[src/rtl/bus_arbiter_demux.sv]
// rtl/bus_arbiter_demux.sv - round-robin bus arbiter with registered per-port response demux
module bus_arbiter_demux #(
  parameter int WIDTH     = 8,
  parameter int NUM_PORTS = 4
) (
  input  logic                           clock,
  input  logic                           reset,
  input  logic [NUM_PORTS-1:0]           request,
  input  logic                           bus_done,
  input  logic [WIDTH-1:0]               bus_data_in,
  output logic [$clog2(NUM_PORTS)-1:0]   enable_port,
  output logic                           valid_enable,
  output logic [WIDTH*NUM_PORTS-1:0]     data_out,
  output logic [NUM_PORTS-1:0]           done_out
);

  localparam int SEL_W = $clog2(NUM_PORTS);

  typedef enum logic [1:0] {
    S_IDLE    = 2'd0,
    S_BUSY    = 2'd1,
    S_RELEASE = 2'd2
  } state_t;

  state_t                     r_state;
  state_t                     w_state_nxt;

  logic [SEL_W-1:0]           r_enable_port;
  logic [SEL_W-1:0]           r_last_grant;
  logic                       r_valid_enable;
  logic [WIDTH*NUM_PORTS-1:0] r_data_out;
  logic [NUM_PORTS-1:0]       r_done_out;

  logic [SEL_W-1:0]           w_enable_port_nxt;
  logic [SEL_W-1:0]           w_last_grant_nxt;
  logic                       w_valid_enable_nxt;
  logic [WIDTH*NUM_PORTS-1:0] w_data_out_nxt;
  logic [NUM_PORTS-1:0]       w_done_out_nxt;

  logic [SEL_W-1:0]           w_pick;
  logic                       w_found;

  // Round-robin pick: first requesting port scanning upward from last_grant+1, wrapping
  always_comb begin
    w_pick  = '0;
    w_found = 1'b0;
    for (int i = 1; i <= NUM_PORTS; i++) begin
      if (!w_found && request[(int'(r_last_grant) + i) % NUM_PORTS]) begin
        w_pick  = SEL_W'((int'(r_last_grant) + i) % NUM_PORTS);
        w_found = 1'b1;
      end
    end
  end

  // State register; reset is asynchronous so a pending completion is dropped at once
  always_ff @(posedge clock or posedge reset) begin
    if (reset) begin
      r_state <= S_IDLE;
    end else begin
      r_state <= w_state_nxt;
    end
  end

  // Next-state logic: a grant is never aborted once BUSY, RELEASE is always one cycle
  always_comb begin
    w_state_nxt = r_state;
    case (r_state)
      S_IDLE:    if (|request) w_state_nxt = S_BUSY;
      S_BUSY:    if (bus_done) w_state_nxt = S_RELEASE;
      S_RELEASE: w_state_nxt = S_IDLE;
      default:   w_state_nxt = S_IDLE;
    endcase
  end

  // Output logic: next values of the registered outputs; done_out defaults low so it pulses
  always_comb begin
    w_enable_port_nxt  = r_enable_port;
    w_last_grant_nxt   = r_last_grant;
    w_valid_enable_nxt = r_valid_enable;
    w_data_out_nxt     = r_data_out;
    w_done_out_nxt     = '0;
    case (r_state)
      S_IDLE: begin
        if (|request) begin
          w_enable_port_nxt  = w_pick;
          w_last_grant_nxt   = w_pick;
          w_valid_enable_nxt = 1'b1;
        end
      end
      S_BUSY: begin
        if (bus_done) begin
          w_data_out_nxt[int'(r_enable_port)*WIDTH +: WIDTH] = bus_data_in;
          w_done_out_nxt[r_enable_port]                      = 1'b1;
          w_valid_enable_nxt                                 = 1'b0;
        end
      end
      default: begin
        w_valid_enable_nxt = 1'b0;
      end
    endcase
  end

  // Output registers; last_grant resets to the top port so port 0 wins first
  always_ff @(posedge clock or posedge reset) begin
    if (reset) begin
      r_enable_port  <= '0;
      r_last_grant   <= SEL_W'(NUM_PORTS - 1);
      r_valid_enable <= 1'b0;
      r_data_out     <= '0;
      r_done_out     <= '0;
    end else begin
      r_enable_port  <= w_enable_port_nxt;
      r_last_grant   <= w_last_grant_nxt;
      r_valid_enable <= w_valid_enable_nxt;
      r_data_out     <= w_data_out_nxt;
      r_done_out     <= w_done_out_nxt;
    end
  end

  assign enable_port  = r_enable_port;
  assign valid_enable = r_valid_enable;
  assign data_out     = r_data_out;
  assign done_out     = r_done_out;

endmodule
[config.mk]
export PLATFORM = sky130hd
export DESIGN_NAME = bus_arbiter_demux
export DESIGN_NICKNAME = d
export VERILOG_FILES = /design/src/rtl/bus_arbiter_demux.sv
export SDC_FILE = /design/constraint.sdc
export NUM_CORES = 1
export LEC_CHECK = 0
export CAP_MARGIN = 40
export CORE_AREA = 3 3 66 68
export DETAILED_ROUTE_END_ITERATION = 8
export DIE_AREA = 0 0 69 71
export PLACE_DENSITY = 0.77
export SLEW_MARGIN = 10
export SYNTH_ARGS = -nofsm -noshare
export SYNTH_HDL_FRONTEND = slang
export SYNTH_SLANG_ARGS = --single-unit
[constraint.sdc]
create_clock -name clock -period 2.2 [get_ports clock]
set_input_delay 0.66 -clock clock [delete_from_list [all_inputs] [get_ports clock]]
set_output_delay 0.66 -clock clock [all_outputs]
set_load 0.01 [all_outputs]
[Yosys cells after proc, flatten, opt, wreduce, memory -nomap -nowiden]
Cells that the tools add are included.
Storage, ports and cells
  flip-flop bits (word level): 43
  bits in latches: 0
  input port bits: 15
  logic and storage cells: 72
  memories kept: 0
  ROM bits: 0
  RAM bits: 0
  output and inout bits: 39
Cells by class
  div/mod/pow operators: 0
  bitwise gates (word level): 4
  $lt $le $gt $ge: 6
  shift operators: 2
  reduce and logical (&&, ||, !) cells: 16
  multiplexer cells: 30
  equality and inequality tests: 3
  multiply operators: 0
  add/subtract/negate cells: 5
Operators by type and width (number)
  $neg 5->33: 1
  $shift 8x33->32 const A: 1
  $shiftx 8x33->32: 1
  $bwmux 32: 1
  $lt 3x4->1 const B: 4
  $mux 1: 14
  $mux 2: 6
  $bmux 1 s2: 4
  $mux 4: 2
  $reduce_or 2->1: 4
  $reduce_and 2->1: 3
  $add 2x1->2 const B: 2
  $add 2x2->2 const B: 2
  $and 1x1->1 const A: 4
  $logic_and 1x1->1: 4
  $ne 2x2->1 const B: 2
  $pmux 2 s2: 1
  $reduce_or 4->1: 1
  $logic_not 1->1: 3
  $lt 2x3->1 const B: 1
  $demux 1 s2: 1
  $eq 2x1->1 const B: 1
  $ge 2x1->1 const B: 1
  $logic_not 2->1: 1
  $pmux 1 s2: 1

[Longest topological paths before layout]
  depth after elaboration: 16
  gate-level depth with buffers: 7
  gate-level depth less buffers: 6

[Worst setup path after synthesis]
Ideal clock, no wire load.
  kind: flip-flop to flip-flop
  start: reg r_enable_port[0] (netlist: enable_port[0])
  end: reg r_data_out[0] (netlist: data_out[0])
  required time: 2.117 ns
  slack: 0.430 ns
  data arrival time: 1.687 ns
  library setup time: 0.083 ns
  cell stages (with the launch flop): 6
  clock period less this slack: 1.770 ns
  path buffers: 0
  cell sequence: dfrtp_1 > inv_1 > ha_1 > nor3_1 > nand2_1 > o21ai_0
On the way
  longest elaborated chain between the ends: 3
  elaborated cells between the ends (all ways): 4
  those cells by class: add/sub: 1; shift: 2; mux: 1
Ends and longest elaborated chain
  start, declared: RTL line 28  | logic [SEL_W-1:0] r_enable_port;
  start signal, assigned: RTL line 112  | r_enable_port <= w_enable_port_nxt;
  $neg 5->33 *: RTL line 92  | w_data_out_nxt[int'(r_enable_port)*WIDTH +: WIDTH] = bus_data_in;
  $shiftx 8x33->32 / $shift 8x33->32 (equally long branches): RTL line 92
  $bwmux 32 *: RTL line 92
  end signal, assigned: RTL line 115  | r_data_out <= w_data_out_nxt;
  end, declared: RTL line 31  | logic [WIDTH*NUM_PORTS-1:0] r_data_out;
Mark *: on every way between the ends. The rest lies on a longest branch, timed or not.
A chain may end at the register's enable or synchronous reset.

[Worst setup path after layout]
  start: reg r_enable_port[0] (netlist: enable_port[0])
  end: out enable_port[0]
RTL lines
  end, declared: RTL line 11  | output logic [$clog2(NUM_PORTS)-1:0] enable_port,
No word-level cell between the ends.

==> results.md <==
- Result of the run: completed
- Row count: 23
- Cell area reported after detailed placement: 2340 um2
- Post-Synthesis Cells: 155
- PwrDens: 1260 nW/um2
- Post-route insts no fill: 267
- Hold Crit Class: reg2reg
- Kind of capture point of the worst setup path: output port
- Type of origin of the critical path: flip-flop
- Fraction of the cycle the final worst path needs: 93.8%
- Number of detailed-routing iterations run before antenna repair: 4
- Routed metal-1 wirelength: 1.78 mm
- RSZ-0062 raised after global routing: no
- Slowest-stage cell, CP: clkdlybuf4s50_1
- WS Path Type: reg2out
- CTS root buf: clkbuf_8
- Number of hold violations in the final report: 0
- Buffer depth of the longest clock path: 2
- Number of buffers added on ports: 53
- Number of unique standard cell types used by synthesis: 28
- Relative max-transition margin: 74.8%
- Count of nets left with antenna violations after detail routing: 0
- Number of filler instances in the final layout: 343
- Peak clock frequency supported by timing: 0.485 GHz
- Static power due to leakage: 1.12 nW
- Total of hold buffers inserted after clock tree synthesis: 0
- Cells along the critical path: clkdlybuf4s50_1
- Die Area: 4900 um2
- Post-cts sizing count: 0
- Count of boundary I/O pins: 54
- Slowest stage delay, CP: 600 ps
- Grt total ovfl: 0
- Buffers inserted during post-CTS setup optimization: 0
- Per-instance average area after synthesis: 11.2 um2
- Final instance area: 2490 um2
- Overall track demand over capacity in global routing: 17.7%
- Time the worst path needs with I/O delays and setup: 2060 ps
- Area Overhead vs Synth: 43.8%
- Fraction of final layout cells sized beyond drive strength 1: 9.22%
- Synthesized cell area: 1730 um2
- Vias per cell: 5.19
- Crit path arrival time: 1400 ps
- Max-capacitance violation count: 0
- Met2 wire length: 1.90 mm
- Antenna cell count: 0
- Via count: 1385
- DRC errors left: 0
- Highest fanout seen on the critical path: 8
- DRC marker count from the first detailed-route iteration: 168
- Crit path max-delay family: buffers and inverters
- Total setup violations reported at the end of the flow: 0
- CTS tree: yes
- Number of register bits inferred by synthesis: 42
- Core Box Area: 3910 um2
- Min Hold Slack: 485 ps
- Share of synthesized area occupied by flip-flops and latches: 60.9%
- Placed instance count: 259
- Combined buffer and inverter count along the critical path: 1
- Gpl congestion: 0.747
- Initial antenna violation count: 0
- First-pass GRT wire length: 6.87 mm
- Syn_nets: 175
- Number of global-route vias before repair: 1391
- Met3 wire len: 293 um
- Initial Util: 44.2%
- Max Used Layer: met4
- Number of H-tree levels: 2
- Die outline height: 71 um
- Maximum number of pins on one net before global-route repair: 43
- Clock latency at the later pin of the worst-skew pair: 290 ps
- DR WL/cell: 15.1 um
- Yosys warning count: 0
- Die W: 69 um
- WP data required: 1540 ps
- Number of buffers created by CTS: 5
- Largest vdd supply drop: 0.767 mV
- Detailed-placement wirelength estimate: 2.95 mm
- Wire length after detailed routing: 4.03 mm
- Worst Clk Skew: 7.05 ps
- Worst slew pin tran: 375 ps
- Pre-CTS setup slack: -19.1 ps
- Number of clock sinks seen by CTS: 42
- Max-slew violations: 0
- Clock transition at path regs: 80 ps
- Setup ws final: 136 ps
- Post-layout nets: 236
## routing by layer
metal,vias up,track usage [%]
met1,666,23.4
met4,0,4.77
met2,53,29.1
met5,-,0
li1,660,-
met3,6,4.55
## final cells by class
| cell class | count | area (um2) | area share (%) |
|---|---|---|---|
| Clock inverter | 2 | 60.1 | 2.41 |
| Tap cell | 50 | 62.6 | 2.52 |
| Multi-Input combinational cell | 98 | 607 | 24.4 |
| Sequential cell | 42 | 1050 | 42.4 |
| Timing Repair Buffer | 58 | 581 | 23.3 |
| Clock buffer | 6 | 82.6 | 3.32 |
| Inverter | 11 | 41.3 | 1.66 |
## Yosys cell counts, drive strengths merged
library cell,count,share of area (%)
a221oi,2,1.0
o221ai,1,0.51
dfstp,2,3.0
or2,1,0.36
and3b,1,0.51
inv,11,2.4
and3,1,0.36
buf,4,1.6
o2111ai,1,0.51
nor4,1,0.36
nand2,38,9.3
nand3,2,0.58
o21ai,18,5.2
o21a,2,0.87
a211o,1,0.51
nor2,4,1.3
dfrtp,40,58
ha,5,3.6
nor3,3,1.5
a22o,16,8.1
nor3b,1,0.43
## state kept, by name, summed over array words and instances, names as in the netlist
| signal | cells |
|---|---|
| r_state | 2 |
| r_last_grant | 2 |
| done_out | 4 |
| data_out | 32 |
| enable_port | 2 |
## cell usage in the layout, fill, tap and decap left out, types with 3 or more instances in the layout
master / instances
nor2_1: 3
nand2_1: 36
inv_1: 11
buf_4: 4
a22o_1: 16
ha_1: 5
clkbuf_8: 6
dfrtp_1: 40
clkdlybuf4s50_1: 53
o21ai_0: 18
## stage by stage
stage                     setup TNS [ps]  utilization, %  power (mW)
after floorplan                        0               -        1.80
after global placement                 0            59.9        2.37
after detailed placement            -129            59.9        2.41
after CTS                              0            63.6        3.16
after global routing                   0            63.6        3.32
final                                  0            63.6        3.14
## cells by family after synthesis
logic type               count (synthesis)  synth area share, %
AO/OA/AOI/OAI                           41                 16.7
adder cells (fa/ha/maj)                  5                 3.62
buffers and inverters                   15                 3.98
AND/OR/NAND/NOR                         52                 14.8
flip-flops                              42                 60.9
## power breakdown
| group | internal (mW) | switching [mW] | leakage, nW |
|---|---|---|---|
| sequential | 1.02 | 0.169 | 0.564 |
| combinational | 0.642 | 0.553 | 0.489 |
| clock | 0.484 | 0.267 | 0.0714 |
## final timing paths
| check | from | cells past startpoint | slack [ps] | end |
|---|---|---|---|---|
| max | enable_port[0]$_DFFE_PP0P_ | 1 | 140 | enable_port[0] |
| min | data_out[17]$_DFFE_PP0P_ | 2 | 480 | data_out[17]$_DFFE_PP0P_ |
| max reg2reg | enable_port[0]$_DFFE_PP0P_ | 6 | 440 | data_out[21]$_DFFE_PP0P_ |
| min reg2reg | data_out[17]$_DFFE_PP0P_ | 2 | 480 | data_out[17]$_DFFE_PP0P_ |
| max in group asynchronous | reset | 3 | 1250 | r_last_grant[1]$_DFFE_PP1P_ |
| min in group asynchronous | reset | 3 | 710 | enable_port[0]$_DFFE_PP0P_ |
No activity file was read; power rests on OpenSTA's default activity.
